==> src/rtl/pulse_meter_pkg.sv <==
// Shared definitions for the pulse meter: FSM state encoding and default sizing.
package pulse_meter_pkg;

  localparam int DEFAULT_CNT_W          = 24;
  localparam int DEFAULT_TIMEOUT_CYCLES = 10000000;
  localparam int DEFAULT_TIMEOUT_TURBO  = 1000;

  typedef enum logic [1:0] {
    IDLE = 2'd0,
    ARM  = 2'd1,
    HIGH = 2'd2,
    LOW  = 2'd3
  } state_t;

endpackage

==> src/rtl/pulse_meter_sync_edge.sv <==
// Two-flop synchroniser followed by a registered rise/fall detector.
// Strobes appear three clocks after the asynchronous input edge.
module sync_edge #(
  parameter logic RESET_VAL = 1'b0
) (
  input  logic clk,
  input  logic reset,
  input  logic signal_in,
  output logic rise,
  output logic fall
);

  logic sync_1, sync_2, sync_prev;

  always_ff @(posedge clk) begin
    if (!reset) begin
      sync_1    <= RESET_VAL;
      sync_2    <= RESET_VAL;
      sync_prev <= RESET_VAL;
      rise      <= 1'b0;
      fall      <= 1'b0;
    end else begin
      sync_1    <= signal_in;
      sync_2    <= sync_1;
      sync_prev <= sync_2;
      rise      <= sync_2 & ~sync_prev;
      fall      <= ~sync_2 & sync_prev;
    end
  end

endmodule

==> src/rtl/pulse_meter.sv <==
// Measures high time and period of an asynchronous pulse train, publishing
// back-to-back results with a sticky no-signal timeout.
module pulse_meter
  import pulse_meter_pkg::*;
#(
  parameter int CNT_W          = DEFAULT_CNT_W,
  parameter int TIMEOUT_CYCLES = DEFAULT_TIMEOUT_CYCLES,
  parameter int TIMEOUT_TURBO  = DEFAULT_TIMEOUT_TURBO
) (
  input  logic             clk,
  input  logic             reset,
  input  logic             turbosim,
  input  logic             signal_in,
  input  logic             enable,
  output logic [CNT_W-1:0] meas_high,
  output logic [CNT_W-1:0] meas_period,
  output logic             meas_valid,
  output logic [7:0]       meas_count,
  output logic             no_signal,
  output logic             busy
);

  localparam logic [CNT_W-1:0] CNT_MAX      = '1;
  localparam logic [CNT_W-1:0] LIMIT_NORMAL = CNT_W'(TIMEOUT_CYCLES - 1);
  localparam logic [CNT_W-1:0] LIMIT_TURBO  = CNT_W'(TIMEOUT_TURBO - 1);

  state_t state, next_state;

  logic             rise, fall;
  logic [CNT_W-1:0] period_cnt, high_cnt, high_cap, timeout_cnt;
  logic [CNT_W-1:0] timeout_limit;
  logic             timeout_hit;
  logic             start_meas, capture_high, publish, enter_arm, set_no_signal;

  // Counters restart at 0 on the starting strobe, so the distance between
  // strobes is the counter value plus one.
  function automatic logic [CNT_W-1:0] sat_inc(input logic [CNT_W-1:0] v);
    return (v == CNT_MAX) ? v : v + 1'b1;
  endfunction

  sync_edge #(
    .RESET_VAL(1'b0)
  ) u_sync_edge (
    .clk      (clk),
    .reset    (reset),
    .signal_in(signal_in),
    .rise     (rise),
    .fall     (fall)
  );

  assign timeout_limit = turbosim ? LIMIT_TURBO : LIMIT_NORMAL;
  assign timeout_hit   = (state != IDLE) && (timeout_cnt >= timeout_limit);
  assign busy          = (state != IDLE);

  always_ff @(posedge clk) begin
    if (!reset) state <= IDLE;
    else        state <= next_state;
  end

  always_comb begin
    next_state    = state;
    start_meas    = 1'b0;
    capture_high  = 1'b0;
    publish       = 1'b0;
    enter_arm     = 1'b0;
    set_no_signal = 1'b0;
    if (!enable) begin
      next_state = IDLE;
    end else begin
      case (state)
        IDLE: begin
          next_state = ARM;
          enter_arm  = 1'b1;
        end
        ARM: begin
          if (rise) begin
            next_state = HIGH;
            start_meas = 1'b1;
          end else if (timeout_hit) begin
            enter_arm     = 1'b1;
            set_no_signal = 1'b1;
          end
        end
        HIGH: begin
          // A rise without a preceding fall means the fall was lost: restart.
          if (rise) begin
            start_meas = 1'b1;
          end else if (fall) begin
            next_state   = LOW;
            capture_high = 1'b1;
          end else if (timeout_hit) begin
            next_state    = ARM;
            enter_arm     = 1'b1;
            set_no_signal = 1'b1;
          end
        end
        LOW: begin
          if (rise) begin
            next_state = HIGH;
            publish    = 1'b1;
            start_meas = 1'b1;
          end else if (timeout_hit) begin
            next_state    = ARM;
            enter_arm     = 1'b1;
            set_no_signal = 1'b1;
          end
        end
        default: next_state = IDLE;
      endcase
    end
  end

  always_ff @(posedge clk) begin
    if (!reset) begin
      period_cnt  <= '0;
      high_cnt    <= '0;
      high_cap    <= '0;
      timeout_cnt <= '0;
      meas_high   <= '0;
      meas_period <= '0;
      meas_valid  <= 1'b0;
      meas_count  <= 8'd0;
      no_signal   <= 1'b0;
    end else begin
      if (enter_arm || rise || fall)
        timeout_cnt <= '0;
      else if (state != IDLE && timeout_cnt != CNT_MAX)
        timeout_cnt <= timeout_cnt + 1'b1;

      if (start_meas) begin
        period_cnt <= '0;
        high_cnt   <= '0;
      end else if (state != IDLE) begin
        period_cnt <= sat_inc(period_cnt);
        if (state == HIGH) high_cnt <= sat_inc(high_cnt);
      end

      if (capture_high) high_cap <= sat_inc(high_cnt);

      meas_valid <= publish;
      if (publish) begin
        meas_period <= sat_inc(period_cnt);
        meas_high   <= high_cap;
        meas_count  <= meas_count + 8'd1;
      end

      if (publish)            no_signal <= 1'b0;
      else if (set_no_signal) no_signal <= 1'b1;
    end
  end

endmodule
==> config.mk <==
export PLATFORM = sky130hd
export DESIGN_NAME = pulse_meter
export DESIGN_NICKNAME = d
export VERILOG_FILES = /design/src/rtl/pulse_meter_pkg.sv /design/src/rtl/pulse_meter_sync_edge.sv /design/src/rtl/pulse_meter.sv
export SDC_FILE = /design/constraint.sdc
export NUM_CORES = 1
export LEC_CHECK = 0
export ABC_CLOCK_PERIOD_IN_PS = 2300
export CAP_MARGIN = 25
export CORE_MARGIN = 3
export CORE_UTILIZATION = 30
export DETAILED_ROUTE_END_ITERATION = 8
export PLACE_DENSITY_LB_ADDON = 0.05
export SLEW_MARGIN = 20
export SYNTH_ARGS = -nofsm -noshare
export SYNTH_HDL_FRONTEND = slang
export SYNTH_HIERARCHICAL = 1
export SYNTH_SLANG_ARGS = --single-unit
==> constraint.sdc <==
create_clock -name clk -period 2.3 [get_ports clk]
set_input_delay 0.23 -clock clk [delete_from_list [all_inputs] [get_ports clk]]
set_output_delay 0.23 -clock clk [all_outputs]
set_load 0.005 [all_outputs]
==> run summary <==
CP required - 2070 ps
Worst-Skew Late Latency - 440 ps
Die Span X - 167 um
diode count - 0
share of cells above drive strength 1 - 13.1%
CP arrival - 1940 ps
worst-path maximum fanout - 15
Synth cell types - 62
Detail Route Antenna Nets - 0
largest net degree at the start of global routing - 49
detailed placement HPWL - 15200 um
vias post-DR - 6851
final wirelength - 21400 um
CTS Buf Count - 17
Post-CTS Hold Fix Bufs - 0
DR vias/cell - 5.05
Clk pin slew, worst setup/hold paths - 70 ps
fill count - 2612
Hold Crit Class - input pin to register
multi-input logic area - 4220 um2
die area - 27700 um2
reg2reg end - high_cnt[22]
Avg WL per Cell - 15.8 um
leading cell types by count after synthesis - dfxtp_1 (161), a21oi_1 (112), nand2_1 (98)
Slew Limit Headroom - 65.9%
count leader, synth - dfxtp_1
clk root buf - clkbuf_16
Peak Freq - 0.461 GHz
TritonCTS clock tree - built
period utilization - 94.2%
initial antenna violation count - 0
Die Y - 167 um
post-layout min period - 2170 ps
reg-to-reg critical path startpoint - high_cnt[0]
worst vdd ir - 0.000309 V
Cell Pwr Density - 601 nW/um2
number of global-route vias before repair - 6416
Final Max Tran Viols - 0
CP startpoint kind - register
Critical-path top delay cell - clkdlybuf4s50_1
CP Class - register to output port
Final setup viols - 0
Worst path max stage delay - 540 ps
largest cells by area after synthesis - dfxtp_1 (42%), a21oi_1 (7.2%), nand2_1 (4.8%)
post-synthesis sequential element count - 161
unrepaired setup endpoints after global routing - no
post-CTS setup buffer count - 0
clock sinks - 161
I/O pins - 64
Port-buffer cells - 63
Setup Skew - 14.5 ps
core area - 25300 um2
final net count - 1033
EDFF count, synth - 0
Starting Density - 30.6%
register area - 3230 um2
Synth Instances - 925
Seq/Total Area, Yosys - 41.7%
worst hold stages - 3
MaxCap Viol Count - 0
DRT iter0 DRCs - 415
all-layer global routing usage - 15.5%
Final GP Congestion - 0.815
Clock Tree Buf Depth - 2
Site Rows - 58
CP endpoint kind - output port
DR pass1 iterations - 5
synthesized area per cell - 8.36 um2
Synth warnings - 6
leakage - 3.24 nW
Syn Std Cell Area - 7730 um2
slew at the pin closest to its max-slew limit - 511 ps
main flop type after synthesis - dfxtp_1
area grow syn2layout - 26.3%
most used cell, CP - buf_4
Mapped Nets - 944
first-pass GRT wire length - 35600 um
Hold Vio Cnt, Final - 0
# H-tree levels - 4
status - finished clean
r2r setup slk - 190 ps
total grt overflow - 0
# DRC - 0
Register-to-Register Path Depth - 6
Final Power - 5.87 mW
cell-by-cell trace of the critical path - nor2_2, buf_4, inv_2, buf_4, clkdlybuf4s50_1
final setup margin - 133 ps
worst hold endpoint - high_cnt[18]
largest area contributor in the netlist - dfxtp_1
top-area cell type share of the netlist area - 41.7%
Placement Setup Slack - -381 ps
async set or reset register ratio after synthesis - 0%
Hold Path Origin - reset
## flip-flops by register name, indices dropped and copies added, names as in the netlist
name / cells
u_sync_edge/fall: 1
high_cap: 24
meas_valid: 1
u_sync_edge/sync_1: 1
u_sync_edge/sync_prev: 1
u_sync_edge/sync_2: 1
no_signal: 1
high_cnt: 24
u_sync_edge/rise: 1
meas_period: 24
timeout_cnt: 24
state: 2
period_cnt: 24
meas_high: 24
meas_count: 8
## cells in the final DEF, fill, tap and decap left out, types with 3 or more instances in the layout
cell type	n
and2_1	6
dfxtp_1	159
inv_8	5
ha_1	14
xor2_1	31
a31o_2	5
a31oi_1	5
nand2_1	98
o211ai_1	18
nor2b_1	3
nor4_1	14
or3_1	23
a211oi_1	18
and3_1	11
clkinv_8	6
xnor2_1	42
nand4b_1	3
and2_2	3
nand4_1	22
buf_4	69
clkbuf_16	17
a21oi_1	112
nor3_1	8
or4_1	18
o31ai_1	14
inv_1	8
or2_2	4
o2111ai_1	5
nor2_1	58
and4_1	12
buf_12	5
nand3_1	32
a2111oi_2	4
clkdlybuf4s50_1	62
o21ai_0	66
mux2i_1	3
## final cells by class
cell class                      instances  area share (%)
Multi-Input combinational cell        686            43.2
Clock buffer                           17            4.36
Inverter                               10           0.384
Tap cell                              330            4.23
Timing Repair Buffer                  138            12.8
Sequential cell                       161            33.0
Clock inverter                         15            1.93
## logic make-up (layout without fill, tap and decap cells)
family / after synthesis / in the layout / share of synthesized area (%)
AOI/OAI and AO/OA: 267 / 267 / 21.0
xor gates and xnor gates: 73 / 73 / 8.27
adders and majority gates: 14 / 14 / 2.27
buffers and inverters: 78 / 180 / 4.08
DFF: 161 / 161 / 41.7
muxes: 3 / 3 / 0.388
and+or+nand+nor: 329 / 329 / 22.3
## repair_timing
action / CTS / global route
pin swaps: 0 / 0
setup endpoints to repair: 1 / 14
resized for setup: 1 / 6
## report_power, final
group | internal (mW) | switching [mW]
clock | 1.48 | 1.43
sequential | 2.79 | 0.00692
combinational | 0.0527 | 0.104
total | 4.33 | 1.54
## stage by stage
| step | area, um2 | cells | utilization [%] | hold slack, ps | setup TNS (ps) |
|---|---|---|---|---|---|
| floorplan | 7730 | 925 | - | 358 | 0 |
| global placement | 9140 | 1325 | 36.2 | 439 | -8030 |
| detailed placement | 9140 | 1325 | 36.2 | 439 | -8520 |
| CTS | 9750 | 1357 | 38.6 | 186 | 0 |
| global route | 9770 | 1357 | 38.7 | 200 | 0 |
| finish | 9770 | 1357 | 38.7 | 208 | 0 |
## critical path, delay by kind of cell (launching register included)
family / cells / cell delay (ps)
AND/OR/NAND/NOR: 1 / 90
buffers and inverters: 4 / 1010
flip-flops: 1 / 410
## worst max path at each step
stage	to	cells after the start	from
2_1_floorplan	timeout_cnt[15]	7	timeout_cnt[0]
6_report	busy	5	state[0]
3_5_place_dp	no_signal	11	turbosim
3_3_place_gp	no_signal	11	turbosim
4_1_cts	busy	5	state[0]
5_1_grt	busy	5	state[0]
## metal layers
metal / GRT usage (%) / vias to the layer above / share of wire (%)
met1: 23.5 / 3148 / 54
met2: 22.6 / 116 / 42
met4: 4.30 / 0 / 1.2
met3: 2.61 / 21 / 3.1
met5: 0 / - / 0
li1: - / 3566 / -
(Power assumes the default switching activity.)
